**src/rtl/dnn_eval_pkg.sv**
```systemverilog
// Shared helpers for DNN output evaluation: threshold constant, block length, saturating count.
// Pure constants/functions; no latency or flow control of its own.
package dnn_eval_pkg;

    typedef enum logic [1:0] {
        IDLE    = 2'd0,
        COLLECT = 2'd1,
        REPORT  = 2'd2
    } sb_state_t;

    // Fixed-point 0.5 for an activation with fb fractional bits.
    function automatic logic [63:0] half_of(input int fb);
        return 64'd1 << (fb - 1);
    endfunction

    // Clocks per training-case block: data cycles plus two pipeline-fill cycles.
    function automatic int cpc_of(input int n0, input int fo0, input int z0);
        return (n0 * fo0) / z0 + 2;
    endfunction

    function automatic logic [31:0] sat_inc(input logic [31:0] v, input logic en);
        if (en && (v != 32'hFFFF_FFFF))
            return v + 32'd1;
        return v;
    endfunction

endpackage

```
**src/rtl/rolling_window_count.sv**
```systemverilog
// Counts ones among the last `window` inputs via history shift register and incremental popcount.
// Count updates 1 clock after en; no backpressure, one input per enabled clock.
module rolling_window_count #(
    parameter int window = 100,
    localparam int cw = $clog2(window + 1)
) (
    input  logic          clk,
    input  logic          reset,
    input  logic          en,
    input  logic          bit_in,
    output logic [cw-1:0] count
);

    logic [window-1:0] hist;

    always_ff @(posedge clk) begin
        if (reset) begin
            hist  <= '0;
            count <= '0;
        end else if (en) begin
            // Oldest bit is still 0 until the window has filled, so the count never goes negative.
            count <= count + cw'(bit_in) - cw'(hist[window-1]);
            hist  <= {hist[window-2:0], bit_in};
        end
    end

endmodule

```
**src/rtl/dnn_output_scoreboard.sv**
```systemverilog
// Assembles per-case prediction/ideal vectors, judges each case, keeps case/error/window counters.
// Results and case_done 1 clock after the last sample; no backpressure, one sample per clock.
module dnn_output_scoreboard
    import dnn_eval_pkg::*;
#(
    parameter int width     = 32,
    parameter int frac_bits = 21,
    parameter int cpc       = 18,
    parameter int n_out     = 16,
    parameter int window    = 100,
    localparam int iw = $clog2(cpc),
    localparam int rw = $clog2(window + 1)
) (
    input  logic             clk,
    input  logic             reset,
    input  logic [iw-1:0]    cycle_index,
    input  logic [width-1:0] act,
    input  logic             a_out,
    input  logic             y_out,
    output logic             case_done,
    output logic             case_correct,
    output logic             case_error,
    output logic [n_out-1:0] pred,
    output logic [n_out-1:0] ideal,
    output logic [31:0]      num_cases,
    output logic [31:0]      total_errors,
    output logic [rw-1:0]    recent_correct
);

    localparam logic [iw-1:0]    first_idx = iw'(2);
    localparam logic [iw-1:0]    last_idx  = iw'(cpc - 1);
    localparam logic [iw-1:0]    last_k    = iw'(n_out - 1);
    localparam logic [width-1:0] half      = width'(half_of(frac_bits));

    sb_state_t        state, state_nx;
    logic [iw-1:0]    exp_k;
    logic             mism_acc, err_acc;
    logic [n_out-1:0] pred_acc, ideal_acc;

    logic             accept, start, take, last;
    logic [iw-1:0]    k;
    logic             decision, undecided, mism_s;
    logic             mism_nx, err_nx;
    logic [n_out-1:0] pred_nx, ideal_nx;

    always_comb begin
        accept    = (cycle_index >= first_idx) && (cycle_index <= last_idx);
        k         = cycle_index - first_idx;
        decision  = !act[width-1] && (act > half);
        undecided = !act[width-1] && (act == half);
        mism_s    = !undecided && (decision != y_out);

        start = accept && (k == '0);
        // Any out-of-order index mid-case drops the case; collection resumes at the next k=0.
        take  = start || ((state == COLLECT) && accept && (k == exp_k));
        last  = take && (k == last_k);

        mism_nx  = (start ? 1'b0 : mism_acc) | mism_s;
        err_nx   = (start ? 1'b0 : err_acc) | (a_out != y_out);
        pred_nx  = (start ? '0 : pred_acc)  | ({{(n_out-1){1'b0}}, decision} << k);
        ideal_nx = (start ? '0 : ideal_acc) | ({{(n_out-1){1'b0}}, y_out} << k);

        state_nx = IDLE;
        if (last)
            state_nx = REPORT;
        else if (take)
            state_nx = COLLECT;

        case_done = (state == REPORT);
    end

    always_ff @(posedge clk) begin
        if (reset) begin
            state        <= IDLE;
            exp_k        <= '0;
            mism_acc     <= 1'b0;
            err_acc      <= 1'b0;
            pred_acc     <= '0;
            ideal_acc    <= '0;
            case_correct <= 1'b0;
            case_error   <= 1'b0;
            pred         <= '0;
            ideal        <= '0;
            num_cases    <= '0;
            total_errors <= '0;
        end else begin
            state <= state_nx;
            if (take) begin
                exp_k     <= k + iw'(1);
                mism_acc  <= mism_nx;
                err_acc   <= err_nx;
                pred_acc  <= pred_nx;
                ideal_acc <= ideal_nx;
            end
            if (last) begin
                case_correct <= !mism_nx;
                case_error   <= err_nx;
                pred         <= pred_nx;
                ideal        <= ideal_nx;
                num_cases    <= sat_inc(num_cases, 1'b1);
                total_errors <= sat_inc(total_errors, err_nx);
            end
        end
    end

    rolling_window_count #(
        .window (window)
    ) u_window (
        .clk    (clk),
        .reset  (reset),
        .en     (last),
        .bit_in (!mism_nx),
        .count  (recent_correct)
    );

endmodule

```
**config.mk**
```make
export PLATFORM = sky130hd
export DESIGN_NAME = dnn_output_scoreboard
export DESIGN_NICKNAME = d
export VERILOG_FILES = /design/src/rtl/dnn_eval_pkg.sv /design/src/rtl/rolling_window_count.sv /design/src/rtl/dnn_output_scoreboard.sv
export SDC_FILE = /design/constraint.sdc
export NUM_CORES = 1
export LEC_CHECK = 0
export CORE_UTILIZATION = 55
export CTS_CLUSTER_SIZE = 25
export DETAILED_ROUTE_END_ITERATION = 7
export HOLD_SLACK_MARGIN = 0.03
export PLACE_DENSITY = 0.8
export RECOVER_POWER = 50
export SLEW_MARGIN = 0
export SYNTH_ARGS = -nofsm -noshare
export SYNTH_HDL_FRONTEND = slang
export SYNTH_SLANG_ARGS = --single-unit
```
**constraint.sdc**
```tcl
create_clock -name clk -period 7.9 [get_ports clk]
set_clock_uncertainty 0.15 [all_clocks]
set_input_delay 1.58 -clock clk [delete_from_list [all_inputs] [get_ports clk]]
set_output_delay 1.58 -clock clk [all_outputs]
set_load 0.02 [all_outputs]
```
# Word level (Yosys, flattened, before mapping)

Index checks and enable logic that the tools add are counted.

Bits in registers: 246
Bits in latches: 0
RAM bits: 0
Bits in read-only memories: 0
Input port bits: 41
Output and inout port bits: 106
Logic and storage cells: 70
Memories: 0

Add/sub/neg operators: 6
Multipliers: 0
Div/mod/pow operators: 0
Magnitude comparators: 3
Equality and inequality tests: 9
Shifts and indexed selects: 2
Mux-type cells: 14
Bitwise logic cells: 4
Reductions and logical operators: 17

Operators by type and width:

| operator                                                                             | count |
|---|---|
| 32-bit by 1-bit adder with 32-bit output (second input constant)                     | 2 |
| 32-bit 2-to-1 mux                                                                    | 2 |
| 32-bit inequality test (second input constant)                                       | 2 |
| 32-bit by 21-bit == test with 1-bit output (second input constant)                   | 1 |
| 32-bit by 21-bit greater-than comparator with 1-bit output (second input constant)   | 1 |
| 16-bit 2-to-1 mux                                                                    | 2 |
| 16-bit bitwise OR                                                                    | 2 |
| 1-bit by 5-bit left shift with 16-bit output                                         | 2 |
| 1-bit logical AND                                                                    | 9 |
| 1-bit 2-to-1 mux                                                                     | 9 |
| 7-bit by 1-bit adder with 7-bit output                                               | 1 |
| 7-bit by 1-bit subtractor with 7-bit output                                          | 1 |
| 5-bit by 1-bit adder with 5-bit output (second input constant)                       | 1 |
| 5-bit by 4-bit == test with 1-bit output (second input constant)                     | 1 |
| 5-bit == test                                                                        | 1 |
| 5-bit by 2-bit greater-or-equal comparator with 1-bit output (second input constant) | 1 |
| 5-bit less-or-equal comparator (second input constant)                               | 1 |
| 5-bit zero test                                                                      | 1 |
| 5-bit by 2-bit subtractor with 5-bit output (second input constant)                  | 1 |
| 2-bit AND reduction                                                                  | 2 |
| 1-bit zero test                                                                      | 3 |
| 2-bit by 1-bit == test with 1-bit output (second input constant)                     | 1 |
| 2-bit == test (second input constant)                                                | 1 |
| 2-bit 2-to-1 mux                                                                     | 1 |
| other kinds (4)                                                                      | 6 |

# Logic depth before layout (Yosys ltp)

Gate-level depths: netlist (run 1).

Word-level depth: 10
Depth in mapped cells: 21
Mapped depth without buffers: 19

# By module

A second synthesis (run 1) with hierarchy kept.

Cells, all modules: 1,247
Area total of the unflattened synthesis: 11,138.2 µm²

Modules (own cells, without submodules):

| module                | times used | cells an instance | area each (µm²) | seq. area each (µm²) |
|---|---|---|---|---|
| dnn_output_scoreboard | 1          | 856               | 7,088.0         | 2,782.7 |
| rolling_window_count  | 1          | 391               | 4,050.1         | 2,142.1 |

# Worst setup path after synthesis (run 1)

Ideal clock, no wire load.

Path kind: in2reg
Start: input port cycle_index[1]
End: register u_window.count[6]
Setup time: 0.123 ns
Data arrival time: 5.514 ns
Data required time: 7.627 ns
Setup slack: 2.113 ns
Stages: 21
Path buffers: 2
Cell sequence: buf_4 > inv_1 > ha_1 > or2_1 > or4_4 > o21ai_2 > buf_4 > nand2_1 > and2_1 > or2_2 > ha_1 > inv_1 > ha_1 > inv_1 > fa_1 > nand2b_1 > a21oi_1 > o21a_1 > o21ai_0 > a21oi_1 > mux2_1

Cells in the longest elaborated chain, start to end: 8
Elaborated cells on any way between the ends: 17

Ends and longest elaborated chain:

| item                                                                      | line                                                     | source |
|---|---|---|
| start: declaration                                                        | dnn_output_scoreboard.sv:16                              | `input logic [iw-1:0] cycle_index,` |
| 5-bit by 2-bit subtractor with 5-bit output, or another cell as far along | dnn_output_scoreboard.sv:48                              | `k = cycle_index - first_idx;` |
| 5-bit zero test or 1-bit logical AND (tied branches)                      | dnn_output_scoreboard.sv:53, dnn_output_scoreboard.sv:47 |  |
| 1-bit logical AND (*)                                                     | dnn_output_scoreboard.sv:53                              | `start = accept && (k == '0);` |
| 1-bit 2-to-1 mux (*)                                                      | dnn_output_scoreboard.sv:58                              | `mism_nx = (start ? 1'b0 : mism_acc) \| mism_s;` |
| 1-bit bitwise OR (*)                                                      | dnn_output_scoreboard.sv:58                              |  |
| via mism_nx                                                               | dnn_output_scoreboard.sv:43                              | `logic mism_nx, err_nx;` |
| 1-bit zero test (*)                                                       | dnn_output_scoreboard.sv:112                             | `.bit_in (!mism_nx),` |
| 7-bit by 1-bit adder with 7-bit output (*)                                | rolling_window_count.sv:22                               | `count <= count + cw'(bit_in) - cw'(hist[window-1]);` |
| 7-bit by 1-bit subtractor with 7-bit output (*)                           | rolling_window_count.sv:22                               |  |
| end signal: assignment                                                    | rolling_window_count.sv:22                               |  |
| end: declaration                                                          | rolling_window_count.sv:11                               | `output logic [cw-1:0] count` |

Mark *: on every way through the listed nets, which the timed path passes. The rest lies on a longest branch.
A chain may end at the register's enable or synchronous reset.

# Worst setup path in the final report (run 1)

Start: input port cycle_index[1]
End: register pred_acc[10]

Cells in the longest elaborated chain, start to end: 5
Elaborated cells on any way between the ends: 13

Ends and longest elaborated chain:

| item                                                                      | line                                                     | source |
|---|---|---|
| 5-bit by 2-bit subtractor with 5-bit output, or another cell as far along | dnn_output_scoreboard.sv:48                              |  |
| 5-bit zero test or 1-bit logical AND (tied branches)                      | dnn_output_scoreboard.sv:53, dnn_output_scoreboard.sv:47 |  |
| 1-bit logical AND (on tied branches)                                      | dnn_output_scoreboard.sv:53, dnn_output_scoreboard.sv:55 |  |
| 16-bit 2-to-1 mux or 1-bit logical AND (tied branches)                    | dnn_output_scoreboard.sv:60, dnn_output_scoreboard.sv:55 |  |
| 16-bit bitwise OR or 1-bit logical OR (tied branches)                     | dnn_output_scoreboard.sv:60, dnn_output_scoreboard.sv:55 |  |
| end signal: assignment                                                    | dnn_output_scoreboard.sv:92                              | `pred_acc <= pred_nx;` |
| end: declaration                                                          | dnn_output_scoreboard.sv:38                              | `logic [n_out-1:0] pred_acc, ideal_acc;` |

Parallel ways exist; a longest one is shown, timed or not.

==> results of run 1 <==
-- flip-flops by register name (all words and copies together), names as in the netlist --
name / cells
ideal_acc: 16
u_window.hist: 100
num_cases: 32
err_acc: 1
pred: 16
state: 2
ideal: 16
exp_k: 5
total_errors: 32
mism_acc: 1
case_error: 1
u_window.count: 7
pred_acc: 16
-- critical path, stage by stage --
cell,delay (ps)
sky130_fd_sc_hd__dlygate4sd3_1,830
sky130_fd_sc_hd__inv_1,240
sky130_fd_sc_hd__ha_1,700
sky130_fd_sc_hd__xor2_1,210
sky130_fd_sc_hd__nand4_1,130
sky130_fd_sc_hd__a2111oi_0,1190
sky130_fd_sc_hd__a22o_1,460
sky130_fd_sc_hd__clkbuf_1,1070
sky130_fd_sc_hd__and2_1,360
sky130_fd_sc_hd__a32o_1,200
-- power by group --
group | leakage [nW] | switching [mW] | internal (mW)
clock | 0.453 | 0.484 | 0.796
sequential | 1.97 | 0.000489 | 1.24
combinational | 2.35 | 0.0677 | 0.0351
-- layout make-up --
cell class,instances,area share
Tap cell,265,0.0251
Sequential cell,245,0.371
Clock inverter,9,0.00946
Inverter,22,0.00624
Multi-Input combinational cell,964,0.411
Clock buffer,39,0.0605
Timing Repair Buffer,158,0.117
-- worst paths after layout --
check | to | slack [ps] | depth (start not counted)
max reg2reg | pred_acc[10]$_SDFFE_PP0N_ | 3750 | 7
min reg2reg | u_window.hist[44]$_SDFFE_PP0P_ | 300 | 2
min | u_window.hist[44]$_SDFFE_PP0P_ | 300 | 2
max | pred_acc[10]$_SDFFE_PP0N_ | 1230 | 10
-- cell families after synthesis --
logic type | synth area share
flops | 0.448
xor+xnor | 0.0107
buf+inv | 0.0547
mux | 0.0254
fa+ha+maj | 0.0178
compound gates | 0.185
simple gates | 0.259
-- per-layer routing --
metal,track usage,vias to the layer above,share of wire
li1,-,4895,-
met1,0.320,4626,0.44
met2,0.403,275,0.48
met3,0.0406,42,0.062
met4,0.0758,0,0.024
met5,0,-,0
-- placed cells by master, fill, tap and decap left out, types with 6 or more instances in the layout --
cell,n
sky130_fd_sc_hd__a211oi_1,12
sky130_fd_sc_hd__a21oi_1,193
sky130_fd_sc_hd__a221oi_1,13
sky130_fd_sc_hd__a31oi_1,9
sky130_fd_sc_hd__and2_1,9
sky130_fd_sc_hd__and3_1,18
sky130_fd_sc_hd__and4_1,13
sky130_fd_sc_hd__buf_4,8
sky130_fd_sc_hd__clkbuf_1,6
sky130_fd_sc_hd__clkbuf_16,27
sky130_fd_sc_hd__clkbuf_8,8
sky130_fd_sc_hd__clkdlybuf4s50_1,38
sky130_fd_sc_hd__dfxtp_1,245
sky130_fd_sc_hd__dlygate4sd3_1,107
sky130_fd_sc_hd__ha_1,14
sky130_fd_sc_hd__inv_1,21
sky130_fd_sc_hd__mux2_1,16
sky130_fd_sc_hd__nand2_1,259
sky130_fd_sc_hd__nand3_1,40
sky130_fd_sc_hd__nand4_1,27
sky130_fd_sc_hd__nor2_1,82
sky130_fd_sc_hd__nor2b_1,24
sky130_fd_sc_hd__nor3_1,31
sky130_fd_sc_hd__nor4_1,9
sky130_fd_sc_hd__o21ai_0,36
sky130_fd_sc_hd__o21ai_1,6
sky130_fd_sc_hd__o31ai_1,31
sky130_fd_sc_hd__or3_1,10
sky130_fd_sc_hd__or4_1,31
sky130_fd_sc_hd__xnor2_1,6
-- per-stage QoR --
step | total power [mW] | cell area, sq um | hold WS, ps | worst slack, ps
floorplan | 1.33 | 11000 | 282 | 2110
global placement | 1.37 | 12400 | 287 | 1280
detailed placement | 1.37 | 12400 | 293 | 1010
CTS | 2.64 | 13300 | 302 | 1500
global route | 2.70 | 13200 | 312 | 919
finish | 2.62 | 13200 | 297 | 1230
==> impl_results.html, run 1 <==
<table>
<tr><th>Metric</th><th>Value</th></tr>
<tr><th colspan="2">Setup path</th></tr>
<tr><td>Required @ worst endpoint</td><td>8210 ps</td></tr>
<tr><td>Kind of launch point of the worst setup path</td><td>input port</td></tr>
<tr><td>Startpoint of the worst register-to-register path</td><td>exp_k[2]$_SDFFE_PP0N_</td></tr>
<tr><td>Kind of capture point of the worst setup path</td><td>flop</td></tr>
<tr><td>Worst setup path start</td><td>cycle_index[1]</td></tr>
<tr><td>Setup CP Type</td><td>input port to flop</td></tr>
<tr><td>Worst EP arrival</td><td>roughly 7000 ps</td></tr>
<tr><td>Max FO, Critical Path</td><td>30</td></tr>
<tr><th colspan="2">Detailed routing</th></tr>
<tr><td>Number of remaining DRC errors</td><td>0</td></tr>
<tr><td>Average via count per standard cell</td><td>between 5 and 6</td></tr>
<tr><td>Final routed wire length divided by cell count</td><td>roughly 15 microns</td></tr>
<tr><td>Number of DRC markers in iteration 0</td><td>841</td></tr>
<tr><td>Routed Wire Length</td><td>25400 microns</td></tr>
<tr><td>Count of TritonRoute iterations in the first routing pass</td><td>7</td></tr>
<tr><td>Via count</td><td>9838</td></tr>
<tr><td>ANT nets after route</td><td>0</td></tr>
<tr><th colspan="2">Clock network</th></tr>
<tr><td>H-tree levels</td><td>1</td></tr>
<tr><td>TritonCTS clock tree</td><td>built</td></tr>
<tr><td>CTS root buf</td><td>sky130_fd_sc_hd__clkbuf_16</td></tr>
<tr><td>Number of gates resized after cts</td><td>0</td></tr>
<tr><td>Post-CTS setup repair buffer count</td><td>0</td></tr>
<tr><td>Hold-fix buffers, CTS</td><td>0</td></tr>
<tr><td>Clock buffer count from CTS</td><td>26</td></tr>
<tr><td>Clk sinks</td><td>245</td></tr>
<tr><td>Reg clk slew, reported paths</td><td>approximately 60 ps</td></tr>
<tr><td>Maximum buffer depth of the clock tree</td><td>3</td></tr>
<tr><td>Clk_lat worst skew</td><td>520 ps</td></tr>
<tr><th colspan="2">Final layout</th></tr>
<tr><td>Core occupancy in the finished layout</td><td>0.680</td></tr>
<tr><td>Layout Area Growth over Synthesis</td><td>20.8%</td></tr>
<tr><td>Antenna diodes</td><td>0</td></tr>
<tr><td>Post-layout instance count excluding filler cells</td><td>1702</td></tr>
<tr><td>Nets</td><td>1473</td></tr>
<tr><td>Total area of multi-input combinational cells</td><td>5440 sq um</td></tr>
<tr><td>Sequential cell area</td><td>4900 sq um</td></tr>
<tr><td>Fill count</td><td>1559</td></tr>
<tr><td>Share of post-route cells with drive strength above 1</td><td>0.0529</td></tr>
<tr><th colspan="2">Yosys</th></tr>
<tr><td>Cell taking the most area after synthesis</td><td>sky130_fd_sc_hd__dfxtp_1</td></tr>
<tr><td>Avg Synthesized Cell Area</td><td>8.22 sq um</td></tr>
<tr><td>Most frequent cells after synthesis</td><td>sky130_fd_sc_hd__nand2_1, sky130_fd_sc_hd__dfxtp_1, sky130_fd_sc_hd__a21oi_1</td></tr>
<tr><td>Seq/Total Area, Yosys</td><td>0.448</td></tr>
<tr><td>Area fraction of the dominant cell type after synthesis</td><td>0.448</td></tr>
<tr><td>Number of nets produced by synthesis</td><td>1389</td></tr>
<tr><td>Unique masters post-synth</td><td>71</td></tr>
<tr><td>YS warnings</td><td>0</td></tr>
<tr><td>Count of flip-flops with a built-in enable after synthesis</td><td>0</td></tr>
<tr><td>Most used standard cell by instance count after synthesis</td><td>sky130_fd_sc_hd__nand2_1</td></tr>
<tr><td>Cell area after synthesis</td><td>around 11000 sq um</td></tr>
<tr><td>Post-synth ARST share</td><td>0</td></tr>
<tr><td>Largest cells by area after synthesis</td><td>sky130_fd_sc_hd__dfxtp_1, sky130_fd_sc_hd__nand2_1, sky130_fd_sc_hd__a21oi_1</td></tr>
<tr><td>Number of standard cells after synthesis</td><td>1333</td></tr>
<tr><td>Register bit count reported by yosys</td><td>245</td></tr>
<tr><td>Prevailing post-synth register cell</td><td>sky130_fd_sc_hd__dfxtp_1</td></tr>
<tr><th colspan="2">Die</th></tr>
<tr><td>Number of placement rows</td><td>51</td></tr>
<tr><td>Starting density of the core</td><td>0.563</td></tr>
<tr><td>Height of the die</td><td>approximately 140 microns</td></tr>
<tr><td>I/O pin count</td><td>147</td></tr>
<tr><td>Die X-Extent</td><td>between 100 and 150 microns</td></tr>
<tr><td>Core outline area</td><td>19500 sq um</td></tr>
<tr><td>Total Die Area</td><td>20500 sq um</td></tr>
<tr><th colspan="2">GRT</th></tr>
<tr><td>Total congestion overflow after global routing</td><td>0</td></tr>
<tr><td>Wire length of the first global-routing pass</td><td>41200 microns</td></tr>
<tr><td>Number of antenna violations at the first check in global routing</td><td>0</td></tr>
<tr><td>Pin count of the biggest net entering global routing</td><td>150</td></tr>
<tr><td>Number of global-route vias before repair</td><td>8551</td></tr>
<tr><td>GR Util All Layers</td><td>0.243</td></tr>
<tr><th colspan="2">Run</th></tr>
<tr><td>Max Cap Viol</td><td>2</td></tr>
<tr><th colspan="2">STA</th></tr>
<tr><td>Worst slew slack as a fraction of its limit</td><td>-0.266</td></tr>
<tr><td>Final Hold Fails</td><td>0</td></tr>
<tr><td>Period utilisation layout</td><td>0.844</td></tr>
<tr><td>Highest attainable clock frequency</td><td>about 150 MHz</td></tr>
<tr><td>Measured slew at the worst slew-check pin</td><td>1900 ps</td></tr>
<tr><td>Setup TNS Final</td><td>0 ps</td></tr>
<tr><td>Setup repair after global routing missed its margin</td><td>no</td></tr>
<tr><td>Max Slew Vio Count</td><td>~290</td></tr>
<tr><td>Clock period minus final worst setup slack</td><td>approximately 6700 ps</td></tr>
<tr><td>Setup-violating endpoint count in the final report</td><td>0</td></tr>
<tr><th colspan="2">Pwr</th></tr>
<tr><td>Leakage</td><td>4.78 nW</td></tr>
<tr><td>Peak ir drop on the vdd network</td><td>0.000146 V</td></tr>
<tr><td>Cell Pwr Density</td><td>198 nW/um^2</td></tr>
<tr><th colspan="2">Min path</th></tr>
<tr><td>Worst Hold Launch</td><td>u_window.hist[43]$_SDFFE_PP0P_</td></tr>
<tr><td>Worst min-delay path class</td><td>flop to flop</td></tr>
<tr><th colspan="2">Place</th></tr>
<tr><td>IO buf count</td><td>146</td></tr>
<tr><td>Instance count after placement with tap cells included</td><td>1654</td></tr>
<tr><td>Hpwl dp</td><td>15800 microns</td></tr>
<tr><td>Weighted congestion reported at the end of routability-driven placement</td><td>0.880</td></tr>
<tr><th colspan="2">Run status</th></tr>
<tr><td>Failing checks</td><td>capacitance limit, slew limit</td></tr>
<tr><td>Result of the run</td><td>complete, but fails checks</td></tr>
</table>
No activity file was read; power rests on OpenSTA's default activity.
==> run 2, diff against run 1 <==
==> constraint.sdc (replaced) <==
create_clock -name clk -period 6.7 [get_ports clk]
set_clock_uncertainty 0.15 [all_clocks]
set_input_delay 1.34 -clock clk [delete_from_list [all_inputs] [get_ports clk]]
set_output_delay 1.34 -clock clk [all_outputs]
set_load 0.02 [all_outputs]
==> impl_results.html, run 2 (synthesis results as in run 1) <==
<table>
<tr><th>Metric</th><th>Value</th></tr>
<tr><th colspan="2">GRT</th></tr>
<tr><td>Wire length of the first global-routing pass</td><td>42100 microns</td></tr>
<tr><td>Pin count of the biggest net entering global routing</td><td>103</td></tr>
<tr><td>Number of antenna violations at the first check in global routing</td><td>0</td></tr>
<tr><td>GR Util All Layers</td><td>0.247</td></tr>
<tr><td>Total congestion overflow after global routing</td><td>0</td></tr>
<tr><td>Number of global-route vias before repair</td><td>between 8k and 9k</td></tr>
<tr><th colspan="2">Final layout</th></tr>
<tr><td>Register with the highest flop count</td><td>u_window.hist</td></tr>
<tr><td>Nets</td><td>1482</td></tr>
<tr><td>Commonest non-fill, non-tap cells in the layout</td><td>sky130_fd_sc_hd__nand2_1, sky130_fd_sc_hd__dfxtp_1, sky130_fd_sc_hd__a21oi_1</td></tr>
<tr><td>Fill count</td><td>1589</td></tr>
<tr><td>Most common cell after layout, fill and taps aside</td><td>sky130_fd_sc_hd__nand2_1</td></tr>
<tr><td>Antenna diodes</td><td>0</td></tr>
<tr><td>Core occupancy in the finished layout</td><td>0.676</td></tr>
<tr><td>Largest registers ranked by flip-flop count</td><td>u_window.hist x100, num_cases x32, total_errors x32</td></tr>
<tr><td>Max FFs per register</td><td>100</td></tr>
<tr><td>Share of post-route cells with drive strength above 1</td><td>0.0513</td></tr>
<tr><td>Post-layout instance count excluding filler cells</td><td>1707</td></tr>
<tr><td>Layout Area Growth over Synthesis</td><td>20.1%</td></tr>
<tr><th colspan="2">STA</th></tr>
<tr><td>Highest attainable clock frequency</td><td>169 MHz</td></tr>
<tr><td>Worst slew slack as a fraction of its limit</td><td>-0.414</td></tr>
<tr><td>Max Slew Vio Count</td><td>80</td></tr>
<tr><td>Setup TNS Final</td><td>0 ps</td></tr>
<tr><td>Setup-violating endpoint count in the final report</td><td>0</td></tr>
<tr><td>Setup repair after global routing missed its margin</td><td>no</td></tr>
<tr><td>Measured slew at the worst slew-check pin</td><td>2120 ps</td></tr>
<tr><td>Final Hold Fails</td><td>0</td></tr>
<tr><td>Period utilisation layout</td><td>0.881</td></tr>
<tr><td>Clock period minus final worst setup slack</td><td>between 5000 and 6000 ps</td></tr>
<tr><th colspan="2">Min path</th></tr>
<tr><td>Worst Hold Launch</td><td>u_window.hist[75]$_SDFFE_PP0P_</td></tr>
<tr><td>Worst min-delay path class</td><td>flop to flop</td></tr>
<tr><th colspan="2">Die</th></tr>
<tr><td>Starting density of the core</td><td>0.563</td></tr>
<tr><td>Die X-Extent</td><td>143 microns</td></tr>
<tr><td>I/O pin count</td><td>147</td></tr>
<tr><td>Total Die Area</td><td>20500 sq um</td></tr>
<tr><td>Height of the die</td><td>between 100 and 150 microns</td></tr>
<tr><td>Core outline area</td><td>roughly 20000 sq um</td></tr>
<tr><td>Number of placement rows</td><td>51</td></tr>
<tr><th colspan="2">Run</th></tr>
<tr><td>Max Cap Viol</td><td>2</td></tr>
<tr><th colspan="2">Setup path</th></tr>
<tr><td>Max FO, Critical Path</td><td>approximately 90</td></tr>
<tr><td>Cell-by-cell listing of the critical path</td><td>dlygate4sd3_1, inv_1, ha_1, buf_4, xor2_1, nand4_1, a2111oi_0, a32o_1, buf_12, nor2_1, a211oi_1</td></tr>
<tr><td>Kind of capture point of the worst setup path</td><td>flop</td></tr>
<tr><td>Startpoint of the worst register-to-register path</td><td>state[0]$_SDFF_PP0_</td></tr>
<tr><td>Worst flop-to-flop path endpoint</td><td>u_window.count[1]$_SDFFE_PP0P_</td></tr>
<tr><td>Setup CP Type</td><td>input port to flop</td></tr>
<tr><td>Internal reg-to-reg setup slack</td><td>2560 ps</td></tr>
<tr><td>Number of cells on the worst reg-to-reg path</td><td>7</td></tr>
<tr><td>Critical path capture point</td><td>u_window.count[1]$_SDFFE_PP0P_</td></tr>
<tr><td>Slowest Stage Delay on Critical Path</td><td>1680 ps</td></tr>
<tr><td>Worst EP arrival</td><td>6180 ps</td></tr>
<tr><td>Required @ worst endpoint</td><td>6970 ps</td></tr>
<tr><td>Worst setup path start</td><td>cycle_index[2]</td></tr>
<tr><td>Slowest stage cell on the critical path</td><td>sky130_fd_sc_hd__a32o_1</td></tr>
<tr><td>Kind of launch point of the worst setup path</td><td>input port</td></tr>
<tr><th colspan="2">Run status</th></tr>
<tr><td>Result of the run</td><td>complete, but fails checks</td></tr>
<tr><td>Failing checks</td><td>capacitance limit, slew limit</td></tr>
<tr><th colspan="2">Clock network</th></tr>
<tr><td>TritonCTS clock tree</td><td>built</td></tr>
<tr><td>Number of gates resized after cts</td><td>0</td></tr>
<tr><td>Post-CTS setup repair buffer count</td><td>0</td></tr>
<tr><td>CTS root buf</td><td>sky130_fd_sc_hd__clkbuf_16</td></tr>
<tr><td>H-tree levels</td><td>1</td></tr>
<tr><td>Clock buffer count from CTS</td><td>25</td></tr>
<tr><td>Reg clk slew, reported paths</td><td>~60 ps</td></tr>
<tr><td>Maximum buffer depth of the clock tree</td><td>3</td></tr>
<tr><td>Hold-fix buffers, CTS</td><td>0</td></tr>
<tr><td>Clk sinks</td><td>between 200 and 250</td></tr>
<tr><td>Clk_lat worst skew</td><td>520 ps</td></tr>
<tr><th colspan="2">Detailed routing</th></tr>
<tr><td>Final routed wire length divided by cell count</td><td>15.0 microns</td></tr>
<tr><td>Number of remaining DRC errors</td><td>0</td></tr>
<tr><td>Average via count per standard cell</td><td>5.85</td></tr>
<tr><td>Routed Wire Length</td><td>25700 microns</td></tr>
<tr><td>Via count</td><td>9983</td></tr>
<tr><td>Number of DRC markers in iteration 0</td><td>between 800 and 900</td></tr>
<tr><td>ANT nets after route</td><td>0</td></tr>
<tr><td>Count of TritonRoute iterations in the first routing pass</td><td>5</td></tr>
<tr><th colspan="2">Pwr</th></tr>
<tr><td>Relative contribution of sequential cells to total power</td><td>0.497</td></tr>
<tr><td>Peak ir drop on the vdd network</td><td>0.000216 V</td></tr>
<tr><td>Portion of total power attributed to combinational logic</td><td>0.042</td></tr>
<tr><td>Total internal power</td><td>2.30 mW</td></tr>
<tr><td>Switching power</td><td>0.632 mW</td></tr>
<tr><td>Fraction of power spent switching nets</td><td>0.215</td></tr>
<tr><td>Clock Power Share</td><td>0.461</td></tr>
<tr><td>Cell Pwr Density</td><td>223 nW/um^2</td></tr>
<tr><td>Leakage</td><td>4.76 nW</td></tr>
<tr><th colspan="2">Place</th></tr>
<tr><td>IO buf count</td><td>146</td></tr>
<tr><td>Weighted congestion reported at the end of routability-driven placement</td><td>0.887</td></tr>
<tr><td>Hpwl dp</td><td>around 17000 microns</td></tr>
<tr><td>Instance count after placement with tap cells included</td><td>between 1.5k and 2k</td></tr>
</table>
==> run 2: area by class of cell <==
class	count	area [sq um]	area share
Tap cell	265	332	0.0252
Sequential cell	245	4900	0.373
Clock buffer	39	748	0.0569
Timing Repair Buffer	168	1630	0.124
Multi-Input combinational cell	964	5410	0.411
Inverter	22	82.6	0.00628
Clock inverter	4	48.8	0.00371
==> run 2: per-layer routing <==
metal / up-vias / routed length (microns) / part of all wire / track usage
li1: 4924 / - / - / -
met1: 4714 / 11300 / 0.44 / 0.329
met2: 313 / 12500 / 0.49 / 0.421
met3: 32 / 1540 / 0.060 / 0.0345
met4: 0 / 335 / 0.013 / 0.0583
met5: - / 0 / 0 / 0
==> run 2: worst min-delay path by stage <==
stage | to | slack (ps) | cells past startpoint
floorplan | u_window.hist[10]$_SDFFE_PP0P_ | 280 | 2
global placement | u_window.hist[19]$_SDFFE_PP0P_ | 290 | 2
detailed placement | u_window.hist[33]$_SDFFE_PP0P_ | 290 | 2
CTS | u_window.hist[76]$_SDFFE_PP0P_ | 290 | 2
global route | u_window.hist[11]$_SDFFE_PP0P_ | 310 | 2
finish | u_window.hist[76]$_SDFFE_PP0P_ | 290 | 2
==> run 2: power groups by stage <==
stage | registers, mW | clock network (mW) | logic (mW)
after CTS | 1.46 | 1.37 | 0.125
after global placement | 1.49 | 0 | 0.122
after global routing | 1.46 | 1.44 | 0.134
after floorplan | 1.49 | 0 | 0.0793
final | 1.46 | 1.35 | 0.123
after detailed placement | 1.49 | 0 | 0.124
==> run 2: critical path, delay by kind of cell <==
kind            cells  cell delay [ps]
xor+xnor            1              170
compound gates      3             2680
simple gates        2              180
buf+inv             4             1420
fa+ha+maj           1              310
==> run 2: stage by stage <==
step | instance area (sq um) | setup slack, ps | power [mW] | hold slack [ps]
2_1_floorplan | 11000 | 1150 | 1.57 | 282
6_report | 13200 | 796 | 2.93 | 294
4_1_cts | 13200 | 1050 | 2.95 | 292
3_3_place_gp | 12400 | 694 | 1.61 | 286
5_1_grt | 13200 | 387 | 3.03 | 313
3_5_place_dp | 12400 | 508 | 1.61 | 292
==> run 3, diff against run 2 <==
--- a/config.mk
+++ b/config.mk
@@ -10,7 +10,7 @@
 export DETAILED_ROUTE_END_ITERATION = 7
 export HOLD_SLACK_MARGIN = 0.03
 export PLACE_DENSITY = 0.8
-export RECOVER_POWER = 50
+export RECOVER_POWER = 100
 export SLEW_MARGIN = 0
 export SYNTH_ARGS = -nofsm -noshare
 export SYNTH_HDL_FRONTEND = slang
==> impl_results.html, run 3 (synthesis results as in run 1) <==
<table>
<tr><th>Metric</th><th>Value</th></tr>
<tr><th colspan="2">Run status</th></tr>
<tr><td>Result of the run</td><td>complete, but fails checks</td></tr>
<tr><td>Failing checks</td><td>capacitance limit, slew limit</td></tr>
<tr><th colspan="2">Final layout</th></tr>
<tr><td>Layout Area Growth over Synthesis</td><td>19.8%</td></tr>
<tr><td>Post-layout instance count excluding filler cells</td><td>1707</td></tr>
<tr><td>Core occupancy in the finished layout</td><td>0.674</td></tr>
<tr><td>Share of post-route cells with drive strength above 1</td><td>0.0479</td></tr>
<tr><td>Most common cell after layout, fill and taps aside</td><td>sky130_fd_sc_hd__nand2_1</td></tr>
<tr><td>Commonest non-fill, non-tap cells in the layout</td><td>sky130_fd_sc_hd__nand2_1, sky130_fd_sc_hd__dfxtp_1, sky130_fd_sc_hd__a21oi_1</td></tr>
<tr><td>Antenna diodes</td><td>0</td></tr>
<tr><td>Nets</td><td>1482</td></tr>
<tr><td>Register with the highest flop count</td><td>u_window.hist</td></tr>
<tr><td>Max FFs per register</td><td>100</td></tr>
<tr><td>Largest registers ranked by flip-flop count</td><td>u_window.hist x100, num_cases x32, total_errors x32</td></tr>
<tr><th colspan="2">STA</th></tr>
<tr><td>Highest attainable clock frequency</td><td>170 MHz</td></tr>
<tr><td>Worst slew slack as a fraction of its limit</td><td>-0.408</td></tr>
<tr><td>Setup TNS Final</td><td>0 ps</td></tr>
<tr><td>Final Hold Fails</td><td>0</td></tr>
<tr><td>Setup-violating endpoint count in the final report</td><td>0</td></tr>
<tr><td>Max Slew Vio Count</td><td>80</td></tr>
<tr><td>Measured slew at the worst slew-check pin</td><td>2110 ps</td></tr>
<tr><td>Period utilisation layout</td><td>0.876</td></tr>
<tr><td>Setup repair after global routing missed its margin</td><td>no</td></tr>
<tr><td>Hold WS</td><td>293 ps</td></tr>
<tr><td>Clock period minus final worst setup slack</td><td>around 6000 ps</td></tr>
<tr><td>Final setup margin</td><td>830 ps</td></tr>
<tr><th colspan="2">Place</th></tr>
<tr><td>IO buf count</td><td>between 100 and 150</td></tr>
<tr><td>Weighted congestion reported at the end of routability-driven placement</td><td>0.887</td></tr>
<tr><td>Hpwl dp</td><td>16500 microns</td></tr>
<tr><td>Worst slack after detailed placement</td><td>508 ps</td></tr>
<tr><td>Instance count after placement with tap cells included</td><td>between 1.5k and 2k</td></tr>
<tr><th colspan="2">Detailed routing</th></tr>
<tr><td>Via count</td><td>10.0k</td></tr>
<tr><td>Count of TritonRoute iterations in the first routing pass</td><td>5</td></tr>
<tr><td>ANT nets after route</td><td>0</td></tr>
<tr><td>Routed Wire Length</td><td>25700 microns</td></tr>
<tr><td>Number of DRC markers in iteration 0</td><td>approximately 860</td></tr>
<tr><td>Final routed wire length divided by cell count</td><td>between 15 and 20 microns</td></tr>
<tr><td>Number of remaining DRC errors</td><td>0</td></tr>
<tr><td>Average via count per standard cell</td><td>just under 6</td></tr>
<tr><th colspan="2">Die</th></tr>
<tr><td>Die X-Extent</td><td>between 100 and 150 microns</td></tr>
<tr><td>Core outline area</td><td>19500 sq um</td></tr>
<tr><td>Starting density of the core</td><td>0.563</td></tr>
<tr><td>Height of the die</td><td>roughly 140 microns</td></tr>
<tr><td>Total Die Area</td><td>between 20000 and 25000 sq um</td></tr>
<tr><td>I/O pin count</td><td>147</td></tr>
<tr><td>Number of placement rows</td><td>51</td></tr>
<tr><th colspan="2">Min path</th></tr>
<tr><td>Worst Hold Launch</td><td>u_window.hist[75]$_SDFFE_PP0P_</td></tr>
<tr><td>Depth of the worst hold-timing path</td><td>2</td></tr>
<tr><td>Worst min-delay path class</td><td>flop to flop</td></tr>
<tr><th colspan="2">Clock network</th></tr>
<tr><td>Clock buffer count from CTS</td><td>25</td></tr>
<tr><td>Clk sinks</td><td>245</td></tr>
<tr><td>H-tree levels</td><td>1</td></tr>
<tr><td>TritonCTS clock tree</td><td>built</td></tr>
<tr><td>Reg clk slew, reported paths</td><td>60 ps</td></tr>
<tr><td>Clk_lat worst skew</td><td>520 ps</td></tr>
<tr><td>Post-CTS setup repair buffer count</td><td>0</td></tr>
<tr><td>CTS root buf</td><td>sky130_fd_sc_hd__clkbuf_16</td></tr>
<tr><td>Number of gates resized after cts</td><td>0</td></tr>
<tr><td>Maximum buffer depth of the clock tree</td><td>3</td></tr>
<tr><td>Hold-fix buffers, CTS</td><td>0</td></tr>
<tr><th colspan="2">Pwr</th></tr>
<tr><td>Fraction of power spent switching nets</td><td>0.216</td></tr>
<tr><td>Peak ir drop on the vdd network</td><td>0.000216 V</td></tr>
<tr><td>Switching power</td><td>between 0.6 and 0.7 mW</td></tr>
<tr><td>Cell Pwr Density</td><td>about 220 nW/um^2</td></tr>
<tr><td>Clock Power Share</td><td>0.461</td></tr>
<tr><td>Portion of total power attributed to combinational logic</td><td>0.042</td></tr>
<tr><td>Relative contribution of sequential cells to total power</td><td>0.497</td></tr>
<tr><td>Total internal power</td><td>2.30 mW</td></tr>
<tr><td>Leakage</td><td>roughly 4.7 nW</td></tr>
<tr><th colspan="2">GRT</th></tr>
<tr><td>Number of global-route vias before repair</td><td>8845</td></tr>
<tr><td>Number of antenna violations at the first check in global routing</td><td>0</td></tr>
<tr><td>Pin count of the biggest net entering global routing</td><td>103</td></tr>
<tr><td>Total congestion overflow after global routing</td><td>0</td></tr>
<tr><td>Wire length of the first global-routing pass</td><td>42100 microns</td></tr>
<tr><td>GR Util All Layers</td><td>0.247</td></tr>
<tr><th colspan="2">Setup path</th></tr>
<tr><td>Kind of cell adding the most delay to the critical path</td><td>compound AO/OA/AOI/OAI gates</td></tr>
<tr><td>Worst path depth</td><td>11</td></tr>
<tr><td>Max FO, Critical Path</td><td>92</td></tr>
<tr><td>Kind of capture point of the worst setup path</td><td>flop</td></tr>
<tr><td>Slowest stage cell on the critical path</td><td>sky130_fd_sc_hd__a32o_1</td></tr>
<tr><td>Slowest Stage Delay on Critical Path</td><td>1670 ps</td></tr>
<tr><td>Cell-by-cell listing of the critical path</td><td>dlygate4sd3_1, inv_1, ha_1, buf_4, xor2_1, nand4_1, a2111oi_0, a32o_1, buf_12, nor2_1, a211oi_1</td></tr>
<tr><td>Worst setup path start</td><td>cycle_index[2]</td></tr>
<tr><td>Combined buffer and inverter count along the critical path</td><td>4</td></tr>
<tr><td>Startpoint of the worst register-to-register path</td><td>state[0]$_SDFF_PP0_</td></tr>
<tr><td>Setup CP Type</td><td>input port to flop</td></tr>
<tr><td>Worst EP arrival</td><td>6150 ps</td></tr>
<tr><td>Required @ worst endpoint</td><td>6980 ps</td></tr>
<tr><td>Kind of launch point of the worst setup path</td><td>input port</td></tr>
<tr><td>Number of cells on the worst reg-to-reg path</td><td>7</td></tr>
<tr><th colspan="2">Run</th></tr>
<tr><td>Max Cap Viol</td><td>2</td></tr>
</table>
run 3: cell count changes in the layout (fill, tap and decap cells not counted), sizes merged:
cell / change
clkbuf: +2
buf: -2
run 3: through the flow:
step	power, mW	instance area (sq um)
after floorplan	1.57	11000
after global placement	1.61	12400
after detailed placement	1.61	12400
after CTS	2.95	13200
after global routing	3.03	13100
final	2.93	13100
run 3: tightest hold or removal path: stages, from the launching register on:
cell                      delay, ps
sky130_fd_sc_hd__dfxtp_1        310
sky130_fd_sc_hd__nand2_1         50
sky130_fd_sc_hd__a21oi_1         50
run 3: layer usage:
| layer | part of all wire | routed length (microns) | track usage | up-vias |
|---|---|---|---|---|
| li1 | - | - | - | 4924 |
| met1 | 0.44 | 11400 | 0.329 | 4749 |
| met2 | 0.48 | 12400 | 0.421 | 323 |
| met3 | 0.060 | 1550 | 0.0345 | 36 |
| met4 | 0.014 | 349 | 0.0583 | 0 |
| met5 | 0 | 0 | 0 | - |
run 3: layout make-up:
cell class,instances,area (sq um)
timing repair buffer,168,1620
fill,1598,6340
clock buffer,39,748
multi-input combinational,964,5380
inverter,22,82.6
tap,265,332
sequential,245,4900
clock inverter,4,48.8
run 3: power groups by stage:
stage,clock network [mW],logic [mW],registers (mW)
detailed placement,0,0.124,1.49
global placement,0,0.122,1.49
global route,1.44,0.133,1.46
floorplan,0,0.0793,1.49
CTS,1.37,0.125,1.46
finish,1.35,0.123,1.46
run 3: path summary, 6_finish.rpt:
path | slack [ps] | endpoint
worst max register to register | 2590 | ideal[5]$_SDFFE_PP0P_
worst max-delay path | 830 | ideal[5]$_SDFFE_PP0P_
worst min-delay path | 290 | u_window.hist[76]$_SDFFE_PP0P_
worst min register to register | 290 | u_window.hist[76]$_SDFFE_PP0P_
==> patch, RTL diff (settings of run 1) <==
The parameter `width` goes from 32 to 36.
--- a/src/rtl/dnn_output_scoreboard.sv
+++ b/src/rtl/dnn_output_scoreboard.sv
@@ -5,3 +5,3 @@
 #(
-    parameter int width     = 32,
+    parameter int width     = 36,
     parameter int frac_bits = 21,
Ports: changed (resized act); port bits go from 147 to 151. The function was not compared with the original's and may differ.
==> patch against run 1 <==
First-iteration DRC count decreased by 27%; final area decreased by 3.7%; sequential cell count unchanged; fmax decreased by 4.0%; wire length decreased by 3.8%; non-clock buffer count increased by 1; cell count decreased by 4.7%; combinational power decreased by 5%; total power decreased by 5.1%; area after synthesis decreased by 3.8%; synthesized cell count decreased by 4.1%; setup slack got worse by 0.28 ns.
==> patch: results (changes against run 1) <==
* Status: completed (was finished with violations)
* CTS resizes at 0 (unchanged)
* Max FFs per register at 100 (unchanged)
* Final GP Congestion at 0.880 (about the same)
* EDFF count, synth at 0 (unchanged)
* VDD IR max at 136 µV (was 146 µV)
* Vias in the first global route at 8599 (was 8551)
* Top post-synthesis cells by count: dfxtp_1 (245), nand2_1 (237), a21oi_1 (162) (was nand2_1 (259), dfxtp_1 (245), a21oi_1 (193))
* IO buf count at 150 (was 146)
* DR DRC count at 0 (unchanged)
* Cts hold-fix bufs at 0 (unchanged)
* Worst-path clk slew at 0.06 ns (about the same)
* Postcts setup bufs at 0 (unchanged)
* Share of cells above drive strength 1 at 4.90% (was 5.29%)
* Net switching power at 0.529 mW (was 0.552 mW)
* Worst-path fanout max at 30 (unchanged)
* Largest regs: u_window.hist (100), num_cases (32), total_errors (32) (unchanged)
* Root Driver: clkbuf_16 (unchanged)
* Drt via density at 5.77 (was 5.78)
* First-pass GRT wire length at 40.4 mm (was 41.2 mm)
* Leak at 4.47 nW (was 4.78 nW)
* R2R Path Start: exp_k[1] (was exp_k[2])
* Worst Tran Pin Value at 1.43 ns (was 1.90 ns)
* CTS Buf Count at 24 (was 26)
* ANT cells at 0 (unchanged)
* Register area share after synthesis at 46.5% (was 44.8%)
* Final WL at 24.4 mm (was 25.4 mm)
* DRT iter0 DRCs at 613 (was 841)
* Crit path DAT at 7.23 ns (was 6.98 ns)
* Netlist cell types at 64 (was 71)
* PwrDens at 195 nW/µm² (was 198 nW/µm²)
* Hold path startpoint: u_window.hist[9] (was u_window.hist[43])
* Min-delay worst type: reg2reg (unchanged)
* Top cells by area, synth: dfxtp_1 (47%), nand2_1 (8.4%), a21oi_1 (7.7%) (was dfxtp_1 (45%), nand2_1 (8.9%), a21oi_1 (8.8%))
* Synth warn at 0 (unchanged)
* GRT Util Overall at 24.4% (was 24.3%)
* Syn Nets at 1338 (was 1389)
* Final HPWL DP at 15.7 mm (was 15.8 mm)
* Ys async rst share at 0% (unchanged)
* Max clock buf depth at 3 (unchanged)
* Nets at 1431 (was 1473)
* Worst skew pair latency at 0.52 ns (about the same)
* Worst setup path startpoint: cycle_index[1] (unchanged)
* Drt pass-1 iters at 5 (was 7)
* Initial antenna violation count at 0 (unchanged)
* H-tree Lvls at 1 (unchanged)
* Largest net degree at the start of global routing at 108 (was 150)
[patch: kinds of logic (layout without fill, tap and decap cells)]
| kind of cell | count (synthesis) | in the layout | share of synthesized area (%) |
|---|---|---|---|
| mux | 13 | 13 | 1.38 |
| simple gates | 571 | 571 | 25.7 |
| flops | 245 | 245 | 46.5 |
| buf+inv | 118 | 228 | 5.25 |
| xor+xnor | 27 | 27 | 2.24 |
| fa+ha+maj | 15 | 15 | 1.85 |
| compound gates | 289 | 289 | 17.0 |
[patch: routing by layer]
layer / routed length [µm] / GRT usage [%] / part of all wire [%]
met1: 10500 / 30.5 / 43
met2: 11800 / 42.0 / 48
met3: 1660 / 4.99 / 6.8
met4: 515 / 8.04 / 2.1
met5: 0 / 0 / 0
[patch: power groups by stage]
stage               Clock [mW]  Sequential [mW]  Combinational, mW
floorplan                    0             1.26             0.0599
global placement             0             1.26             0.0974
detailed placement           0             1.26             0.0985
CTS                       1.17             1.24             0.0990
global route              1.23             1.24              0.106
finish                    1.15             1.24             0.0982
[patch: worst max-delay path, stage by stage]
cell and delay, ns:
dlygate4sd3_1 0.52, buf_4 0.25, inv_1 0.14, ha_1 0.48, xnor2_1 0.18, nor4_1 0.33
o211ai_1 0.20, o22ai_1 1.09, clkbuf_1 1.13, nand3_1 0.55, or4_1 0.61, a21oi_1 0.15
[patch: per-stage QoR]
step | worst slack, ns | instance area, µm² | power, mW | instances
after floorplan | 2.06 | 10500 | 1.32 | 1278
after global placement | 1.11 | 12000 | 1.36 | 1579
after detailed placement | 0.999 | 12000 | 1.36 | 1579
after CTS | 1.47 | 12800 | 2.50 | 1622
after global routing | 0.610 | 12700 | 2.57 | 1622
final | 0.954 | 12700 | 2.49 | 1622
[patch: path summary, 6_finish.rpt]
path	endpoint	cells past startpoint	slack (ns)
worst max-delay path	num_cases[9]	12	0.95
worst min-delay path	u_window.hist[10]	2	0.29
worst max register to register	num_cases[9]	8	3.16
worst min register to register	u_window.hist[10]	2	0.29
[patch: layout make-up]
type / instances / area, µm²
fillers: 1558 / 6030
clock buffers: 36 / 706
inverters: 26 / 97.6
clock inverters: 7 / 98.8
well taps: 234 / 293
repair buffers: 159 / 1580
flip-flops and latches: 245 / 4900
multi-input cells: 915 / 5060
